==> src/rtl/imem_dmem_arbiter_if.sv <==
// Request/ack and memory bus shared between the pipeline, the arbiter and the unified RAM.
// slave is the arbiter's view; master is the environment's view (pipeline ports plus RAM).
interface imem_dmem_arbiter_if #(
  parameter int DATA_WIDTH = 32,
  parameter int ADDR_WIDTH = 32
);
  logic                  if_req;
  logic [ADDR_WIDTH-1:0] if_addr;
  logic                  if_ack;
  logic [DATA_WIDTH-1:0] if_rdata;

  logic                  d_req;
  logic                  d_we;
  logic [ADDR_WIDTH-1:0] d_addr;
  logic [DATA_WIDTH-1:0] d_wdata;
  logic                  d_ack;
  logic [DATA_WIDTH-1:0] d_rdata;

  logic                  mem_en;
  logic                  mem_we;
  logic [ADDR_WIDTH-1:0] mem_addr;
  logic [DATA_WIDTH-1:0] mem_wdata;
  logic [DATA_WIDTH-1:0] mem_rdata;

  modport slave (
    input  if_req, if_addr, d_req, d_we, d_addr, d_wdata, mem_rdata,
    output if_ack, if_rdata, d_ack, d_rdata, mem_en, mem_we, mem_addr, mem_wdata
  );

  modport master (
    output if_req, if_addr, d_req, d_we, d_addr, d_wdata, mem_rdata,
    input  if_ack, if_rdata, d_ack, d_rdata, mem_en, mem_we, mem_addr, mem_wdata
  );
endinterface

==> src/rtl/imem_dmem_arbiter.sv <==
// Arbitrates a single-port synchronous RAM between instruction fetch and data load/store.
// D has priority; after MAX_D_STREAK contended D grants, a waiting fetch is forced through.
module imem_dmem_arbiter #(
  parameter int DATA_WIDTH   = 32,
  parameter int ADDR_WIDTH   = 32,
  parameter int MEM_LATENCY  = 1,
  parameter int MAX_D_STREAK = 4
) (
  input  logic                   clk,
  input  logic                   reset,
  imem_dmem_arbiter_if.slave     bus,
  output logic                   busy,
  output logic                   grant_d,
  output logic [1:0]             state_dbg,
  output logic [3:0]             streak_dbg
);

  // Handshake: a requester raises req with stable address/data and holds it until its
  // one-cycle ack; requests are sampled only in IDLE, and a req seen in IDLE is always new.
  typedef enum logic [1:0] {
    IDLE   = 2'd0,
    ACCESS = 2'd1,
    RESP   = 2'd2
  } state_t;

  state_t                state;
  logic [2:0]            lat_cnt;
  logic [3:0]            streak;
  logic                  win_d;
  logic                  lat_we;
  logic                  mem_en_q;
  logic                  mem_we_q;
  logic [ADDR_WIDTH-1:0] mem_addr_q;
  logic [DATA_WIDTH-1:0] mem_wdata_q;
  logic                  if_ack_q;
  logic                  d_ack_q;
  logic [DATA_WIDTH-1:0] if_rdata_q;
  logic [DATA_WIDTH-1:0] d_rdata_q;

  logic streak_full;
  logic pick_d;
  logic any_req;
  logic access_done;

  always_comb begin
    streak_full = (streak == 4'(MAX_D_STREAK));
    pick_d      = bus.d_req & ~(bus.if_req & streak_full);
    any_req     = bus.if_req | bus.d_req;
    access_done = lat_we | (lat_cnt == 3'(MEM_LATENCY));
  end

  always_ff @(posedge clk or negedge reset) begin
    if (!reset) begin
      state       <= IDLE;
      lat_cnt     <= '0;
      streak      <= '0;
      win_d       <= 1'b0;
      lat_we      <= 1'b0;
      mem_en_q    <= 1'b0;
      mem_we_q    <= 1'b0;
      mem_addr_q  <= '0;
      mem_wdata_q <= '0;
      if_ack_q    <= 1'b0;
      d_ack_q     <= 1'b0;
      if_rdata_q  <= '0;
      d_rdata_q   <= '0;
      busy        <= 1'b0;
      grant_d     <= 1'b0;
    end else begin
      case (state)
        IDLE: begin
          if_ack_q <= 1'b0;
          d_ack_q  <= 1'b0;
          if (any_req) begin
            state    <= ACCESS;
            busy     <= 1'b1;
            lat_cnt  <= '0;
            mem_en_q <= 1'b1;
            if (pick_d) begin
              win_d       <= 1'b1;
              grant_d     <= 1'b1;
              lat_we      <= bus.d_we;
              mem_we_q    <= bus.d_we;
              mem_addr_q  <= bus.d_addr;
              mem_wdata_q <= bus.d_wdata;
              // Only D grants that made a fetch wait count toward the streak.
              if (bus.if_req && !streak_full) streak <= streak + 4'd1;
            end else begin
              win_d       <= 1'b0;
              grant_d     <= 1'b0;
              lat_we      <= 1'b0;
              mem_we_q    <= 1'b0;
              mem_addr_q  <= bus.if_addr;
              mem_wdata_q <= '0;
              streak      <= '0;
            end
          end
        end

        ACCESS: begin
          mem_en_q <= 1'b0;
          mem_we_q <= 1'b0;
          if (access_done) begin
            state <= RESP;
            if (win_d) begin
              d_ack_q <= 1'b1;
              if (!lat_we) d_rdata_q <= bus.mem_rdata;
            end else begin
              if_ack_q   <= 1'b1;
              if_rdata_q <= bus.mem_rdata;
            end
          end else begin
            lat_cnt <= lat_cnt + 3'd1;
          end
        end

        RESP: begin
          state    <= IDLE;
          busy     <= 1'b0;
          grant_d  <= 1'b0;
          if_ack_q <= 1'b0;
          d_ack_q  <= 1'b0;
        end

        default: begin
          state    <= IDLE;
          busy     <= 1'b0;
          grant_d  <= 1'b0;
          mem_en_q <= 1'b0;
          mem_we_q <= 1'b0;
          if_ack_q <= 1'b0;
          d_ack_q  <= 1'b0;
        end
      endcase
    end
  end

  assign bus.mem_en    = mem_en_q;
  assign bus.mem_we    = mem_we_q;
  assign bus.mem_addr  = mem_addr_q;
  assign bus.mem_wdata = mem_wdata_q;
  assign bus.if_ack    = if_ack_q;
  assign bus.if_rdata  = if_rdata_q;
  assign bus.d_ack     = d_ack_q;
  assign bus.d_rdata   = d_rdata_q;
  assign state_dbg     = state;
  assign streak_dbg    = streak;

endmodule

==> src/flat_wrapper.sv <==
// flat-port wrapper written by rule: the top's interface ports become plain ports
module imem_dmem_arbiter_flat 
#(
  parameter int DATA_WIDTH   = 32,
  parameter int ADDR_WIDTH   = 32,
  parameter int MEM_LATENCY  = 1,
  parameter int MAX_D_STREAK = 4
)
  (clk, reset, busy, grant_d, state_dbg, streak_dbg, bus_if_req, bus_if_addr, bus_d_req, bus_d_we, bus_d_addr, bus_d_wdata, bus_mem_rdata, bus_if_ack, bus_if_rdata, bus_d_ack, bus_d_rdata, bus_mem_en, bus_mem_we, bus_mem_addr, bus_mem_wdata);
  imem_dmem_arbiter_if #(.DATA_WIDTH(DATA_WIDTH), .ADDR_WIDTH(ADDR_WIDTH)) bus_i ();
  input  logic clk;
  input  logic reset;
  output logic busy;
  output logic grant_d;
  output logic [1:0] state_dbg;
  output logic [3:0] streak_dbg;
  input wire logic [$bits(bus_i.if_req)-1:0] bus_if_req;
  input wire logic [$bits(bus_i.if_addr)-1:0] bus_if_addr;
  input wire logic [$bits(bus_i.d_req)-1:0] bus_d_req;
  input wire logic [$bits(bus_i.d_we)-1:0] bus_d_we;
  input wire logic [$bits(bus_i.d_addr)-1:0] bus_d_addr;
  input wire logic [$bits(bus_i.d_wdata)-1:0] bus_d_wdata;
  input wire logic [$bits(bus_i.mem_rdata)-1:0] bus_mem_rdata;
  output wire logic [$bits(bus_i.if_ack)-1:0] bus_if_ack;
  output wire logic [$bits(bus_i.if_rdata)-1:0] bus_if_rdata;
  output wire logic [$bits(bus_i.d_ack)-1:0] bus_d_ack;
  output wire logic [$bits(bus_i.d_rdata)-1:0] bus_d_rdata;
  output wire logic [$bits(bus_i.mem_en)-1:0] bus_mem_en;
  output wire logic [$bits(bus_i.mem_we)-1:0] bus_mem_we;
  output wire logic [$bits(bus_i.mem_addr)-1:0] bus_mem_addr;
  output wire logic [$bits(bus_i.mem_wdata)-1:0] bus_mem_wdata;
  assign bus_i.if_req = bus_if_req;
  assign bus_i.if_addr = bus_if_addr;
  assign bus_i.d_req = bus_d_req;
  assign bus_i.d_we = bus_d_we;
  assign bus_i.d_addr = bus_d_addr;
  assign bus_i.d_wdata = bus_d_wdata;
  assign bus_i.mem_rdata = bus_mem_rdata;
  assign bus_if_ack = bus_i.if_ack;
  assign bus_if_rdata = bus_i.if_rdata;
  assign bus_d_ack = bus_i.d_ack;
  assign bus_d_rdata = bus_i.d_rdata;
  assign bus_mem_en = bus_i.mem_en;
  assign bus_mem_we = bus_i.mem_we;
  assign bus_mem_addr = bus_i.mem_addr;
  assign bus_mem_wdata = bus_i.mem_wdata;
  imem_dmem_arbiter #(.DATA_WIDTH(DATA_WIDTH), .ADDR_WIDTH(ADDR_WIDTH), .MEM_LATENCY(MEM_LATENCY), .MAX_D_STREAK(MAX_D_STREAK)) u_core (.clk(clk), .reset(reset), .bus(bus_i), .busy(busy), .grant_d(grant_d), .state_dbg(state_dbg), .streak_dbg(streak_dbg));
endmodule
==> config.mk <==
export PLATFORM = sky130hd
export DESIGN_NAME = imem_dmem_arbiter_flat
export DESIGN_NICKNAME = d
export VERILOG_FILES = /design/src/rtl/imem_dmem_arbiter_if.sv /design/src/rtl/imem_dmem_arbiter.sv /design/src/flat_wrapper.sv
export SDC_FILE = /design/constraint.sdc
export NUM_CORES = 1
export LEC_CHECK = 0
export CAP_MARGIN = 20
export CORE_ASPECT_RATIO = 1.5
export CORE_MARGIN = 5
export CORE_UTILIZATION = 45
export DETAILED_ROUTE_END_ITERATION = 6
export PLACE_DENSITY = 0.85
export SLEW_MARGIN = 10
export SYNTH_ARGS = -nofsm -noshare
export SYNTH_HDL_FRONTEND = slang
export SYNTH_SLANG_ARGS = --single-unit
==> constraint.sdc <==
create_clock -name clk -period 5 [get_ports clk]
set_input_delay 1 -clock clk [delete_from_list [all_inputs] [get_ports clk]]
set_output_delay 1 -clock clk [all_outputs]
set_load 0.02 [all_outputs]
==> results of run 1 <==
[cell type report]
type                            instances  area, um2
Fill cell                             888       3830
Clock buffer                           18        439
Clock inverter                         14        153
Sequential cell                       145       3630
Timing Repair Buffer                  282       2830
Inverter                               10       37.5
Multi-Input combinational cell        247       2280
Tap cell                              162        203
[logic make-up (layout without fill, tap and decap cells)]
logic type      after synthesis  in the layout  share of synthesized area
mux                          66             66                      0.121
simple gates                 28             28                     0.0335
fa+ha+maj                     4              4                    0.00817
flops                       145            145                      0.593
compound gates              149            149                      0.207
buf+inv                      50            324                     0.0380
[Yosys cell counts (2+ instances only)]
| master | instances |
|---|---|
| a21boi_0 | 32 |
| buf_6 | 3 |
| clkbuf_1 | 21 |
| a21oi_1 | 3 |
| dfrtp_1 | 145 |
| buf_2 | 15 |
| nand2_1 | 3 |
| o22a_1 | 32 |
| mux2_2 | 45 |
| nand2b_1 | 3 |
| a22o_1 | 33 |
| nand3_1 | 2 |
| a21o_1 | 2 |
| ha_1 | 4 |
| inv_1 | 10 |
| nand4_1 | 2 |
| a311o_1 | 32 |
| nor2_1 | 5 |
| o22ai_1 | 2 |
| mux2_1 | 20 |
| nand3b_1 | 2 |
| o21ai_0 | 6 |
[metal layers]
layer	up-vias	share of wire	GRT usage
li1	2211	-	-
met2	247	0.52	0.395
met3	23	0.090	0.0759
met1	2447	0.37	0.257
met4	0	0.017	0.0634
met5	-	0	0
[report_power, final]
part	switching (uW)	internal (uW)	leakage [uW]
Clock	509	754	0.000280
Combinational	1720	1760	0.00192
Sequential	362	1760	0.00175
[sequential cells by signal, summed over array words and instances (netlist names), 2 cells and up]
| signal | flops |
|---|---|
| u_core.bus.mem_addr | 32 |
| u_core.bus.if_rdata | 32 |
| u_core.streak_dbg | 4 |
| u_core.bus.d_rdata | 32 |
| u_core.bus.mem_wdata | 32 |
| u_core.lat_cnt | 3 |
| u_core.state_dbg | 2 |
[through the flow]
stage               power, uW  hold WS (ns)
floorplan                3960         0.465
global placement         5450         0.467
detailed placement       5610         0.474
CTS                      6910         0.488
global route             7210         0.491
finish                   6850         0.486
[cells in the final DEF (no fill, tap or decap), types with 3 or more instances in the layout]
cell	Yosys	routed
a21oi_1	3	3
clkinvlp_4	0	4
clkbuf_16	0	17
a311o_1	32	32
nand2b_1	3	3
o21ai_0	6	6
o22a_1	32	32
inv_1	10	10
clkdlybuf4s50_1	0	270
nand2_1	3	3
ha_1	4	4
nor2_1	5	5
a21boi_0	32	32
dfrtp_1	145	145
a22o_1	33	33
buf_4	1	7
mux2_1	20	20
inv_6	0	4
mux2_2	45	45
[how the worst min path moves through the flow]
stage | start | end | slack (ns) | depth (start not counted)
2_1_floorplan | u_core.win_d$_DFFE_PN0P_ | u_core.win_d$_DFFE_PN0P_ | 0.47 | 1
3_3_place_gp | u_core.bus.d_rdata[22]$_DFFE_PN0P_ | u_core.bus.d_rdata[22]$_DFFE_PN0P_ | 0.47 | 1
3_5_place_dp | u_core.bus.d_rdata[6]$_DFFE_PN0P_ | u_core.bus.d_rdata[6]$_DFFE_PN0P_ | 0.47 | 1
4_1_cts | u_core.bus.d_rdata[6]$_DFFE_PN0P_ | u_core.bus.d_rdata[6]$_DFFE_PN0P_ | 0.49 | 1
5_1_grt | u_core.bus.d_rdata[6]$_DFFE_PN0P_ | u_core.bus.d_rdata[6]$_DFFE_PN0P_ | 0.49 | 1
6_report | u_core.bus.d_rdata[6]$_DFFE_PN0P_ | u_core.bus.d_rdata[6]$_DFFE_PN0P_ | 0.49 | 1
==> impl_metrics.ini, run 1 <==
[sta]
finalCritPeriodShare = 0.528
hold_viol = 0
rsz0062_at_grt = false
layout_setup_ws_ns = 2.36
fmax_mhz = 379
tns_ns = 0
maxSlewViolCount = 0
slew_headroom = 0.418
min_period_ns = 2.64
skew_ns = 0.0162
setup_viol = 0
worstMarginPinSlew_ns = 0.873

[setup_path]
critPathMaxFanout = 9
worst-path-buf-inv = 1
cp_slowest_cell = clkdlybuf4s50_1
crit_path_start_kind = flop
crit_family = buffers and inverters
timing.rr.end = u_core.bus.d_rdata[12]$_DFFE_PN0P_
critPathArrivalTime_ns = 1.64
critical_path_required_ns = 4.00
rrSetupSlack_ns = 2.86
cp-end-kind = primary output
worstReg2RegStart = u_core.state_dbg[0]$_DFFE_PN0P_
endpoint = state_dbg[1]
worstSetupPathType = reg -> out
cp_cell_sequence = clkdlybuf4s50_1
critical_path_depth = 1
crit_start = u_core.state_dbg[1]$_DFFE_PN0P_
max_stage_delay_ns = 0.71
reg2reg_depth = 5

[final_layout]
layout-drive-gt1-share = 0.138
stdcell_area_um2 = 9570
fin_cells = 878
antenna_cells = 0
nets = 840
finish.utilization = 0.714
area_delta_synth_final_pct = 56.3

[placement]
gp_congestion = 0.826
dpl-instance-area_um2 = 8960
dp_cells = 845
port-buffer-count = 272
place_ws_ns = 1.95
dp_hpwl_mm = 13.3

[pwr]
power_density_nw_per_um2 = 716
max-vdd-ir-drop_mv = 0.364
leakage_uw = 0.00395

[clocking]
htree_levels = 4
cts_setup_buffers = 0
numCtsBuffers = 17
cts_root_buffer = clkbuf_16
cts_buffer_depth = 2
cts_tree = built
cts_sinks = 145
cts.hold.buffers_added = 0
clk-insertion-delay-late_ns = 0.41
clk_pin_slew_ns = 0.06
cts_resized = 0

[global_route]
grt_pass1_vias = 5400
grt_max_degree = 98
grt-ovfl-total = 0
track_usage = 0.224
antenna_found_initial = 0
grt_pass1_wl_mm = 29.2

[yosys]
async_reset_ff_frac = 1.00
syn-num-nets = 579
syn_area_um2 = 6120
synth_edf_count = 0
synth.top_cell.area_share = 0.593
synth.yosys.seq_area_share = 0.593
synth-warning-count = 0
synth_cells = 442
ys_ff_latch = 145
synth.area.top_cells = dfrtp_1, mux2_2, a311o_1
synth_top_cell_by_area = dfrtp_1
synth_cell_type_count = 42
synth_top_flop_cell = dfrtp_1
syn_area_per_cell_um2 = 13.9

[run_status]
status = completed

[die]
core_um2 = 13400
die_x_um = 105
start_util = 0.457
die_area_um2 = 16100
pin_count = 273
dieHeight_um = 153
rows = 52

[detailed_routing]
drtIter0Drc = 184
drt_wl_total_mm = 18.3
wire_per_inst_um = 20.9
vias = 4928
final_antenna_net_count = 0
drt_first_pass_iters = 4
avgViaCountPerCell = 5.61
drcViolationCount = 0

[flow_run]
max_cap_violations = 0

[worst_hold_path]
hold_path_class = reg -> reg
(Power assumes the default switching activity.)
==> inputs of run 2 (changes only) <==
--- a/config.mk
+++ b/config.mk
@@ -8,9 +8,9 @@
 export CAP_MARGIN = 20
 export CORE_ASPECT_RATIO = 1.5
 export CORE_MARGIN = 5
-export CORE_UTILIZATION = 45
+export CORE_UTILIZATION = 42
 export DETAILED_ROUTE_END_ITERATION = 6
-export PLACE_DENSITY = 0.85
+export PLACE_DENSITY = 0.8
 export SLEW_MARGIN = 10
 export SYNTH_ARGS = -nofsm -noshare
 export SYNTH_HDL_FRONTEND = slang
==> constraint.sdc (replaced) <==
create_clock -name clk -period 2.5 [get_ports clk]
set_input_delay 0.5 -clock clk [delete_from_list [all_inputs] [get_ports clk]]
set_output_delay 0.5 -clock clk [all_outputs]
set_load 0.02 [all_outputs]
==> impl_metrics.ini, run 2 (synthesized netlist as in run 1, its figures left out) <==
[setup_path]
cp-end-kind = primary output
worst-path-buf-inv = 1
critical_path_required_ns = 2.00
cp_slowest_cell = clkdlybuf4s50_1
max_stage_delay_ns = 0.71
cp_cell_sequence = clkdlybuf4s50_1
worstSetupPathType = reg -> out
crit_path_start_kind = flop
crit_family = buffers and inverters
critPathArrivalTime_ns = 1.64
rrSetupSlack_ns = 0.57
critPathMaxFanout = 9

[final_layout]
stdcell_area_um2 = 9700
nFillCells = 1098
area_delta_synth_final_pct = 58.5
final_cell_mix = clkdlybuf4s50_1, dfrtp_1, mux2_2
mostFrequentLayoutCell = clkdlybuf4s50_1
antenna_cells = 0
nets = 845
layout-drive-gt1-share = 0.144

[placement]
dp_hpwl_mm = 13.4
gp_congestion = 0.844
port-buffer-count = 272
place_ws_ns = 0.273
dpl-instance-area_um2 = 9100

[global_route]
track_usage = 0.212
grt-ovfl-total = 0
grt_pass1_vias = 5455
antenna_found_initial = 0
grt_max_degree = 65
grt_pass1_wl_mm = 28.1

[die]
rows = 54
dieHeight_um = 158
start_util = 0.424
pin_count = 273
die_x_um = 109
die_area_um2 = 17100
core_um2 = 14500

[run_status]
status = completed

[clocking]
cts_tree = built
clk-insertion-delay-late_ns = 0.41
cts_root_buffer = clkbuf_16
cts_resized = 0
htree_levels = 4
cts.hold.buffers_added = 0
cts_setup_buffers = 0
cts_sinks = 145
cts_buffer_depth = 2
numCtsBuffers = 17
clk_pin_slew_ns = 0.06

[detailed_routing]
drt_wl_total_mm = 18.2
drtIter0Drc = 183
wire_per_inst_um = 19.8
final_antenna_net_count = 0
drcViolationCount = 0
vias = 4914
avgViaCountPerCell = 5.36
drt_first_pass_iters = 4

[sta]
fmax_mhz = 468
finalCritPeriodShare = 0.855
rsz0062_at_grt = false
setup_viol = 0
maxSlewViolCount = 0
min_period_ns = 2.14
slew_headroom = 0.614
hold_slack_ns = 0.0662
hold_viol = 0
layout_setup_ws_ns = 0.362
worstMarginPinSlew_ns = 0.580
tns_ns = 0
skew_ns = 0.0110

[worst_hold_path]
hold_path_class = in -> async

[flow_run]
max_cap_violations = 0

[pwr]
leakage_uw = 0.00400
max-vdd-ir-drop_mv = 0.683
power_density_nw_per_um2 = 1420
[run 2: final timing paths]
check / end / from / cells past startpoint
max in group asynchronous: u_core.bus.if_rdata[30]$_DFFE_PN0P_ / reset / 2
max reg2reg: u_core.bus.mem_addr[2]$_DFFE_PN0P_ / u_core.streak_dbg[0]$_DFFE_PN0P_ / 6
max: state_dbg[1] / u_core.state_dbg[1]$_DFFE_PN0P_ / 1
min in group clk: u_core.bus.d_rdata[30]$_DFFE_PN0P_ / u_core.bus.d_rdata[30]$_DFFE_PN0P_ / 1
min reg2reg: u_core.bus.d_rdata[30]$_DFFE_PN0P_ / u_core.bus.d_rdata[30]$_DFFE_PN0P_ / 1
min: u_core.bus.mem_wdata[14]$_DFFE_PN0P_ / reset / 1
[run 2: metal layers]
metal | track usage | share of wire | up-vias
li1 | - | - | 2209
met1 | 0.234 | 0.36 | 2432
met2 | 0.364 | 0.51 | 234
met3 | 0.0877 | 0.096 | 39
met4 | 0.0806 | 0.027 | 0
met5 | 0 | 0 | -
[run 2: area by class of cell]
type / count / area (um2) / area share
Clock inverter: 15 / 180 / 0.0186
Timing Repair Buffer: 287 / 2910 / 0.300
Clock buffer: 17 / 425 / 0.0438
Inverter: 10 / 37.5 / 0.00387
Tap cell: 196 / 245 / 0.0253
Sequential cell: 145 / 3630 / 0.374
Multi-Input combinational cell: 247 / 2280 / 0.235
[run 2: power breakdown]
part / switching, uW / internal [uW] / leakage [uW] / total, uW
combinational: 3390 / 3520 / 0.00196 / 6920
clock: 1020 / 1580 / 0.000291 / 2600
sequential: 747 / 3510 / 0.00175 / 4260
[run 2: through the flow]
step / util / power, uW / instances
6_report: 0.671 / 13800 / 917
2_1_floorplan: - / 7910 / 442
5_1_grt: 0.671 / 14500 / 917
3_3_place_gp: 0.629 / 11000 / 885
4_1_cts: 0.671 / 13900 / 917
3_5_place_dp: 0.629 / 11200 / 885
